## config.mk

```make
export PLATFORM = sky130hd
export DESIGN_NAME = score_keeper
export DESIGN_NICKNAME = d
export VERILOG_FILES = /design/src/rtl/score_keeper.sv
export SDC_FILE = /design/constraint.sdc
export NUM_CORES = 1
export LEC_CHECK = 0
export ABC_CLOCK_PERIOD_IN_PS = 5800
export BUFFER_PORTS_ARGS = -buffer_cell sky130_fd_sc_hd__buf_4
export CAP_MARGIN = 5
export CORE_UTILIZATION = 33
export CTS_CLUSTER_SIZE = 30
export DETAILED_ROUTE_END_ITERATION = 12
export GPL_TIMING_DRIVEN = 0
export PLACE_DENSITY_LB_ADDON = 0.15
export SETUP_SLACK_MARGIN = 0.05
export SYNTH_ARGS = -nofsm -noshare
export SYNTH_HDL_FRONTEND = slang
export SYNTH_SLANG_ARGS = --single-unit
```

## constraint.sdc

```tcl
create_clock -name clock -period 5.8 [get_ports clock]
set_input_delay 0.58 -clock clock [delete_from_list [all_inputs] [get_ports clock]]
set_output_delay 0.58 -clock clock [all_outputs]
set_load 0.01 [all_outputs]
```

## src/rtl/score_keeper.sv

```systemverilog
// Purpose : rhythm-game score keeper; scores graded hits, tracks combo/max combo and a combo multiplier.
// Latency : one cycle; an event sampled on a rising edge shows on the registered outputs right after that edge.
// Backpress: none; hit/miss are single-cycle strobes, always absorbed when enable=1 (ignored when enable=0).
//
// Ports:
//   clock, reset        rising-edge clock, synchronous active-high reset (dominates everything)
//   enable, clear       game running / synchronous restart (clear works regardless of enable)
//   hit, hit_grade      note-hit strobe and its grade (11=50, 10=20, 0x=10 base points)
//   miss                note-miss strobe; wins over a simultaneous hit
//   score               saturating score (ceiling SCORE_MAX)
//   combo, max_combo    consecutive hits and their high-water mark (ceiling COMBO_MAX)
//   multiplier          1..4 point multiplier derived from combo
//   score_changed       one-cycle pulse when score takes a new value
//   saturated, conflict sticky flags: score hit ceiling / hit+miss seen together
//
// Build option: define SCORE_KEEPER_MULT_EN to enable the combo multiplier;
// without it the multiplier stays at 1 and points equal the base grade value.

module score_keeper #(
    parameter int SCORE_MAX = 9999,
    parameter int COMBO_MAX = 65535
) (
    input  logic        clock,
    input  logic        reset,
    input  logic        enable,
    input  logic        clear,
    input  logic        hit,
    input  logic [1:0]  hit_grade,
    input  logic        miss,
    output logic [31:0] score,
    output logic [15:0] combo,
    output logic [15:0] max_combo,
    output logic [2:0]  multiplier,
    output logic        score_changed,
    output logic        saturated,
    output logic        conflict
);

    localparam logic [34:0] SCORE_CAP_W = 35'(SCORE_MAX);
    localparam logic [31:0] SCORE_CAP   = 32'(SCORE_MAX);
    localparam logic [15:0] COMBO_CAP   = 16'(COMBO_MAX);

    logic [5:0]  base_pts;
    logic [34:0] points;
    logic [34:0] sum;
    logic        sum_at_cap;
    logic [31:0] score_hit;
    logic [15:0] combo_hit;
    logic [2:0]  mult_hit;

    always_comb begin
        base_pts = 6'd10;
        case (hit_grade)
            2'b11:   base_pts = 6'd50;
            2'b10:   base_pts = 6'd20;
            default: base_pts = 6'd10;
        endcase
    end

    // Product and sum carried at 35 bits so the saturation compare sees the true value.
    assign points     = 35'(base_pts) * 35'(multiplier);
    assign sum        = {3'b000, score} + points;
    assign sum_at_cap = (sum >= SCORE_CAP_W);
    assign score_hit  = sum_at_cap ? SCORE_CAP : sum[31:0];
    assign combo_hit  = (combo >= COMBO_CAP) ? combo : combo + 16'd1;

`ifdef SCORE_KEEPER_MULT_EN
    // Multiplier follows the post-hit combo, so it steps up on the same edge as combo.
    always_comb begin
        if (combo_hit < 16'd10)      mult_hit = 3'd1;
        else if (combo_hit < 16'd20) mult_hit = 3'd2;
        else if (combo_hit < 16'd30) mult_hit = 3'd3;
        else                         mult_hit = 3'd4;
    end
`else
    assign mult_hit = 3'd1;
`endif

    always_ff @(posedge clock) begin
        if (reset) begin
            score         <= 32'd0;
            combo         <= 16'd0;
            max_combo     <= 16'd0;
            multiplier    <= 3'd1;
            score_changed <= 1'b0;
            saturated     <= 1'b0;
            conflict      <= 1'b0;
        end else if (clear) begin
            // Restart keeps max_combo as the session high-water mark.
            score         <= 32'd0;
            combo         <= 16'd0;
            multiplier    <= 3'd1;
            saturated     <= 1'b0;
            conflict      <= 1'b0;
            score_changed <= (score != 32'd0);
        end else if (enable) begin
            score_changed <= 1'b0;
            if (miss) begin
                // Miss wins over a same-cycle hit; the hit is dropped and flagged.
                combo      <= 16'd0;
                multiplier <= 3'd1;
                if (hit) conflict <= 1'b1;
            end else if (hit) begin
                score         <= score_hit;
                score_changed <= (score_hit != score);
                if (sum_at_cap) saturated <= 1'b1;
                combo      <= combo_hit;
                multiplier <= mult_hit;
                if (combo_hit > max_combo) max_combo <= combo_hit;
            end
        end else begin
            score_changed <= 1'b0;
        end
    end

endmodule

```

==> results of run 1 <==
[metrics by stage]
| step | total power [mW] | worst slack [ns] | utilization |
|---|---|---|---|
| floorplan | 0.538 | 1.22 | - |
| global placement | 0.568 | 0.378 | 0.399 |
| detailed placement | 0.570 | 0.328 | 0.399 |
| CTS | 1.08 | 0.304 | 0.421 |
| global route | 1.11 | 0.0949 | 0.421 |
| finish | 1.07 | 0.432 | 0.421 |
[cells in the final DEF (no fill, tap or decap), types with 20 or more instances in the layout]
master / count
xnor2_1: 20
clkbuf_1: 21
buf_4: 78
ha_1: 25
and3_1: 22
inv_1: 24
nand2_1: 27
a21oi_1: 30
nor2_1: 67
dfxtp_1: 67
nand3_1: 20
[logic make-up after synthesis]
group | share of synthesized area
fa+ha+maj | 0.0775
buf+inv | 0.0554
other cells | 0.00175
mux | 0.0262
simple gates | 0.262
xor+xnor | 0.0551
compound gates | 0.209
flops | 0.312
[tightest hold or removal path, cell delays in order, from the launching register on]
cell and delay (ns):
dfxtp_1 0.33, nor2_1 0.05, nor2_1 0.07
[per-layer routing]
layer	vias up	track usage
met1	2039	0.253
met3	12	0.0340
met5	-	0
met4	0	0.0658
met2	115	0.346
li1	2115	-
[power by group]
group / internal, mW / total (mW) / switching [mW]
clock network: 0.307 / 0.506 / 0.199
logic: 0.0368 / 0.0891 / 0.0523
registers: 0.466 / 0.470 / 0.00430
[registers in the layout, summed over array words and instances (netlist names)]
name and count:
score 32, combo 16, max_combo 16, conflict 1, saturated 1, score_changed 1
[final cells by class]
class / instances / area [µm²]
Fill cell: 1306 / 7340
Multi-Input combinational cell: 413 / 2720
Sequential cell: 67 / 1340
Timing Repair Buffer: 73 / 548
Inverter: 24 / 90.1
Buffer: 31 / 149
Tap cell: 172 / 215
Clock inverter: 2 / 12.5
Clock buffer: 12 / 256
[final timing paths]
path / endpoint / depth (start not counted)
worst min register to register: saturated$_SDFFE_PP0P_ / 2
worst max register to register: max_combo[4]$_SDFFE_PP0P_ / 21
worst max-delay path: max_combo[4]$_SDFFE_PP0P_ / 21
worst min-delay path: saturated$_SDFFE_PP0P_ / 2
[timing repair]
action / 4_1_cts / 5_1_grt
resized for setup: 0 / 2
hold buffers: 0 / 0
setup endpoints to repair: 0 / 10
==> results.cfg, run 1 <==
[floorplan]
dieArea_um2 = 13500
die_h_um = 116
rows = 41
initial_core_util = 0.339
io_pins = 78
floorplan.die.width_um = 116
core_um2 = 12700

[layout]
diodes = 0
area_growth_pct = 24.2
final_nets = 653
layout-drive-gt1-share = 0.183
fin_area_um2 = 5330
final_cells = 794

[critical_path]
startpoint = combo[4]$_SDFFE_PP0P_
cp-start-kind = flop
max_stage_delay_ns = 0.42
critical_path_class = reg2reg
r2r_setup_slack_ns = 0.43
crit_chain = clkbuf_1 -> and4_1 -> and3_1 -> nand4_1 -> or3_1 -> clkbuf_1 -> nor2b_1 -> nand3_1 -> xnor2_1 -> ha_1 -> a21o_1 -> a21o_1 -> a21o_1 -> a21o_1 -> a21o_1 -> a21o_1 -> a21oi_1 -> a31o_2 -> clkbuf_1 -> clkbuf_2 -> a211oi_1
path_delay_family = simple AND/OR/NAND/NOR gates
critical-path-slowest-cell = clkbuf_1
path_common_cell = a21o_1
crit_path_max_fanout = 10
r2r_start = combo[4]$_SDFFE_PP0P_
cp-end-kind = flop
arrival_ns = 5.56
cp.required_ns = 5.99
cp_num_buf_inv = 4

[clock_tree]
cts.sinks = 67
clk_pin_slew_ns = 0.06
clk_latency_ns = 0.33
cts_max_path_buffers = 2
clockRootBuffer = clkbuf_16
h-tree-depth = 3
post_cts_buffers = 0
cts_tree = built
cts_made_buffers = 9

[timing]
maxSlewHeadroom = 0.578
setup_viol = 0
slew_viol_final = 0
grt_setup_unrepaired = no
hold_viol_final = 0
max_freq_mhz = 186
tightest_slew_ns = 0.628
hold_ws_ns = 0.481
clock-skew-final_ns = 0.00387
min_period_ns = 5.37
period_share = 0.926
timing.setup.tns_ns = 0

[routing]
drt_iter0_drc = 312
drt-met1-wl_um = 5790
wl_per_cell_um = 16.2
route.met3.wl_um = 581
route.met2.wl_um = 6380
final_antenna_net_count = 0
routed.top_layer = met4
drc = 0
drt_wl_total_um = 12900
num_vias = 4281
vias_per_cell = 5.39
drt-pass1-iter-count = 4

[synth]
synth_area_leaders = dfxtp_1 (31%), ha_1 (7.3%), nor2_1 (5.9%)
netlist_instances = 534
syn-cell-area_um2 = 4290
avgSynthCellArea_um2 = 8.04
synthDominantCellAreaShare = 0.312
synth_flop_cell = dfxtp_1
yosys.area.top_type = dfxtp_1
yosys-top-cells-count = dfxtp_1 (67), nor2_1 (67), a21oi_1 (30)
yosysWarnings = 0
synth_edf_count = 0
ys_ff_latch = 67
synth_cell_types = 66
ys_seq_area_frac = 0.312
async_flop_share = 0

[grt]
gr-total-overflow = 0
grt_pass1_vias = 4127
grt_max_degree = 11
grt_pass1_wl_um = 20700
antenna_found_initial = 0
grt_usage = 0.201

[placed_design]
dpl_cell_area_um2 = 5060
place_inst = 780
io_buffers = 73
place_congestion = 0.902
hpwl_um = 9770

[flow_run]
maxCapViolations = 0

[status]
status = finished clean

[power_and_ir_drop]
power.density_nw_per_um2 = 200
irDropWorstVdd_mv = 0.0969
p_leak_nw = 2.28

[min_path]
hold_class = reg2reg
hp-start = saturated$_SDFFE_PP0P_
Power figures use the tool's default switching activity.
==> inputs of run 2 (changes only) <==
- ABC_AREA: default -> 1
==> results.cfg, run 2 <==
[synth]
yosys.area.top_type = dfxtp_1
yosys-top-cells-count = nand2_1 (191), inv_1 (105), dfxtp_1 (67), nor2_1 (67)
synth_cell_types = 42
syn-cell-area_um2 = 4650
yosysWarnings = 0
synthMostInstantiatedCell = nand2_1
netlist_instances = 732
synth_flop_cell = dfxtp_1
synth_edf_count = 0
ys_seq_area_frac = 0.288
ys_ff_latch = 67
synth_area_leaders = dfxtp_1 (29%), nand2_1 (15%), inv_1 (8.5%)
async_flop_share = 0
avgSynthCellArea_um2 = 6.35
synthDominantCellAreaShare = 0.288

[timing]
hold_ws_ns = 0.452
min_period_ns = 4.15
setup_viol = 0
max_freq_mhz = 241
slew_viol_final = 0
tightest_slew_ns = 0.641
grt_setup_unrepaired = no
hold_viol_final = 0
period_share = 0.716
timing.setup.tns_ns = 0
maxSlewHeadroom = 0.571
clock-skew-final_ns = 0.00707

[layout]
layout_commonest_cell = nand2_1
largest_register_ffs = 32
fillers = 1455
regMostFlops = score
reg_top3 = score x32, combo x16, max_combo x16
fin_util = 0.414
area_growth_pct = 23.2
final_cell_mix = nand2_1 (191), inv_1 (105), buf_4 (78)
diodes = 0
final_nets = 852
layout-drive-gt1-share = 0.154

[grt]
antenna_found_initial = 0
grt_max_degree = 12
grt_usage = 0.203
grt_pass1_vias = 4536
gr-total-overflow = 0
grt_pass1_wl_um = 22800

[critical_path]
cp.required_ns = 6.07
arrival_ns = 4.42
critical_path_class = reg2reg
path_delay_family = simple AND/OR/NAND/NOR gates
r2r_start = combo[0]$_SDFFE_PP0P_
ff2ff_path_depth = 21
worstReg2RegEnd = max_combo[3]$_SDFFE_PP0P_
max_stage_delay_ns = 0.43
path_common_cell = nand3_1
startpoint = combo[0]$_SDFFE_PP0P_
cp-end-kind = flop
cp-start-kind = flop
crit_chain = ha_1 -> inv_1 -> nor3_1 -> nand3_1 -> nor3_2 -> nand3_1 -> inv_2 -> nor4_1 -> nand3_1 -> xor2_1 -> ha_1 -> nand2_1 -> inv_1 -> nand3_1 -> o221ai_1 -> nand2_1 -> o2111ai_1 -> nand2_1 -> clkbuf_1 -> o21ai_0 -> a21oi_1
cp_num_buf_inv = 4
crit_path_max_fanout = 10
r2r_setup_slack_ns = 1.65
cp.depth = 21
critical-path-slowest-cell = nor4_1
cp-endpoint = max_combo[3]$_SDFFE_PP0P_

[status]
status = finished clean

[clock_tree]
clockRootBuffer = clkbuf_16
post_cts_buffers = 0
cts_tree = built
h-tree-depth = 3
cts_max_path_buffers = 2
clk_latency_ns = 0.35
clk_pin_slew_ns = 0.06
hold_buffers = 0
cts_resized = 0
cts.sinks = 67
cts_made_buffers = 9

[floorplan]
core_um2 = 13800
initial_core_util = 0.336
floorplan.die.width_um = 121
die_h_um = 121
io_pins = 78
rows = 43
dieArea_um2 = 14600

[min_path]
hold_class = reg2reg

[placed_design]
place_congestion = 0.889
io_buffers = 74
hpwl_um = 11300

[power_and_ir_drop]
power.density_nw_per_um2 = 198
irDropWorstVdd_mv = 0.162
p_leak_nw = 2.58
total_power_mw = 1.13

[routing]
drc = 0
wl_per_cell_um = 14.4
final_antenna_net_count = 0
drt_iter0_drc = 329
drt-pass1-iter-count = 5
drt_wl_total_um = 14400
num_vias = 4957
vias_per_cell = 4.94

[flow_run]
maxCapViolations = 0
==> run 2: cell count changes after synthesis, sizes merged, moves of 9 or more <==
cell and change:
nand3 +34, mux2i -9, and3 -22, inv +87, xnor2 -16, nand2 +172
a211oi -9, nor3 +17, a22oi -15, a21oi +18
==> run 2: kinds of logic (layout without fill, tap and decap cells) <==
group                      Yosys count  after routing  share of synthesized area
other                                2              3                    0.00162
adders and majority gates           26             26                     0.0716
xor gates and xnor gates            14             14                     0.0264
AOI/OAI and AO/OA                   96             96                      0.115
DFF                                 67             67                      0.288
and+or+nand+nor                    396            396                      0.386
buffers and inverters              131            221                      0.111
==> run 2: worst min-delay path by stage <==
stage | start | to | slack (ns) | depth (start not counted)
final | conflict$_SDFFE_PP0P_ | conflict$_SDFFE_PP0P_ | 0.45 | 2
after global routing | conflict$_SDFFE_PP0P_ | conflict$_SDFFE_PP0P_ | 0.47 | 2
after CTS | conflict$_SDFFE_PP0P_ | conflict$_SDFFE_PP0P_ | 0.45 | 2
after detailed placement | conflict$_SDFFE_PP0P_ | conflict$_SDFFE_PP0P_ | 0.44 | 2
after global placement | conflict$_SDFFE_PP0P_ | conflict$_SDFFE_PP0P_ | 0.44 | 2
after floorplan | conflict$_SDFFE_PP0P_ | conflict$_SDFFE_PP0P_ | 0.47 | 2
==> run 2: worst register-to-register path, delay by kind of cell (launching register included) <==
family	cells	cell delay [ns]
xor+xnor	1	0.30
buf+inv	4	0.73
compound gates	4	0.55
simple gates	10	1.68
fa+ha+maj	2	0.49
flops	1	0.34
==> run 2: layout make-up <==
cell class / count / area, µm² / area share
clock buffers: 11 / 243 / 0.0424
flip-flops and latches: 67 / 1340 / 0.234
multi-input cells: 535 / 2800 / 0.488
clock inverters: 5 / 52.6 / 0.00917
plain buffers: 19 / 95.1 / 0.0166
repair buffers: 74 / 556 / 0.0970
well taps: 180 / 225 / 0.0393
inverters: 112 / 420 / 0.0734
==> run 2: report_power, final <==
part           switching [mW]  internal (mW)
logic                  0.0660         0.0399
registers             0.00620          0.468
clock network           0.212          0.342
total                   0.284          0.850
==> run 2: per-stage QoR <==
step	worst slack, ns	instance area (µm²)	std cells
after floorplan	2.60	4650	733
after global placement	1.64	5430	987
after detailed placement	1.64	5430	987
after CTS	1.61	5730	1003
after global routing	1.08	5730	1003
final	1.65	5730	1003
==> run 2: metal layers <==
layer	wire, µm	vias to the layer above	global-route usage	part of all wire
li1	-	2558	-	-
met1	6610	2252	0.253	0.46
met3	645	23	0.0311	0.045
met2	6860	124	0.346	0.48
met4	327	0	0.0864	0.023
met5	0	-	0	0
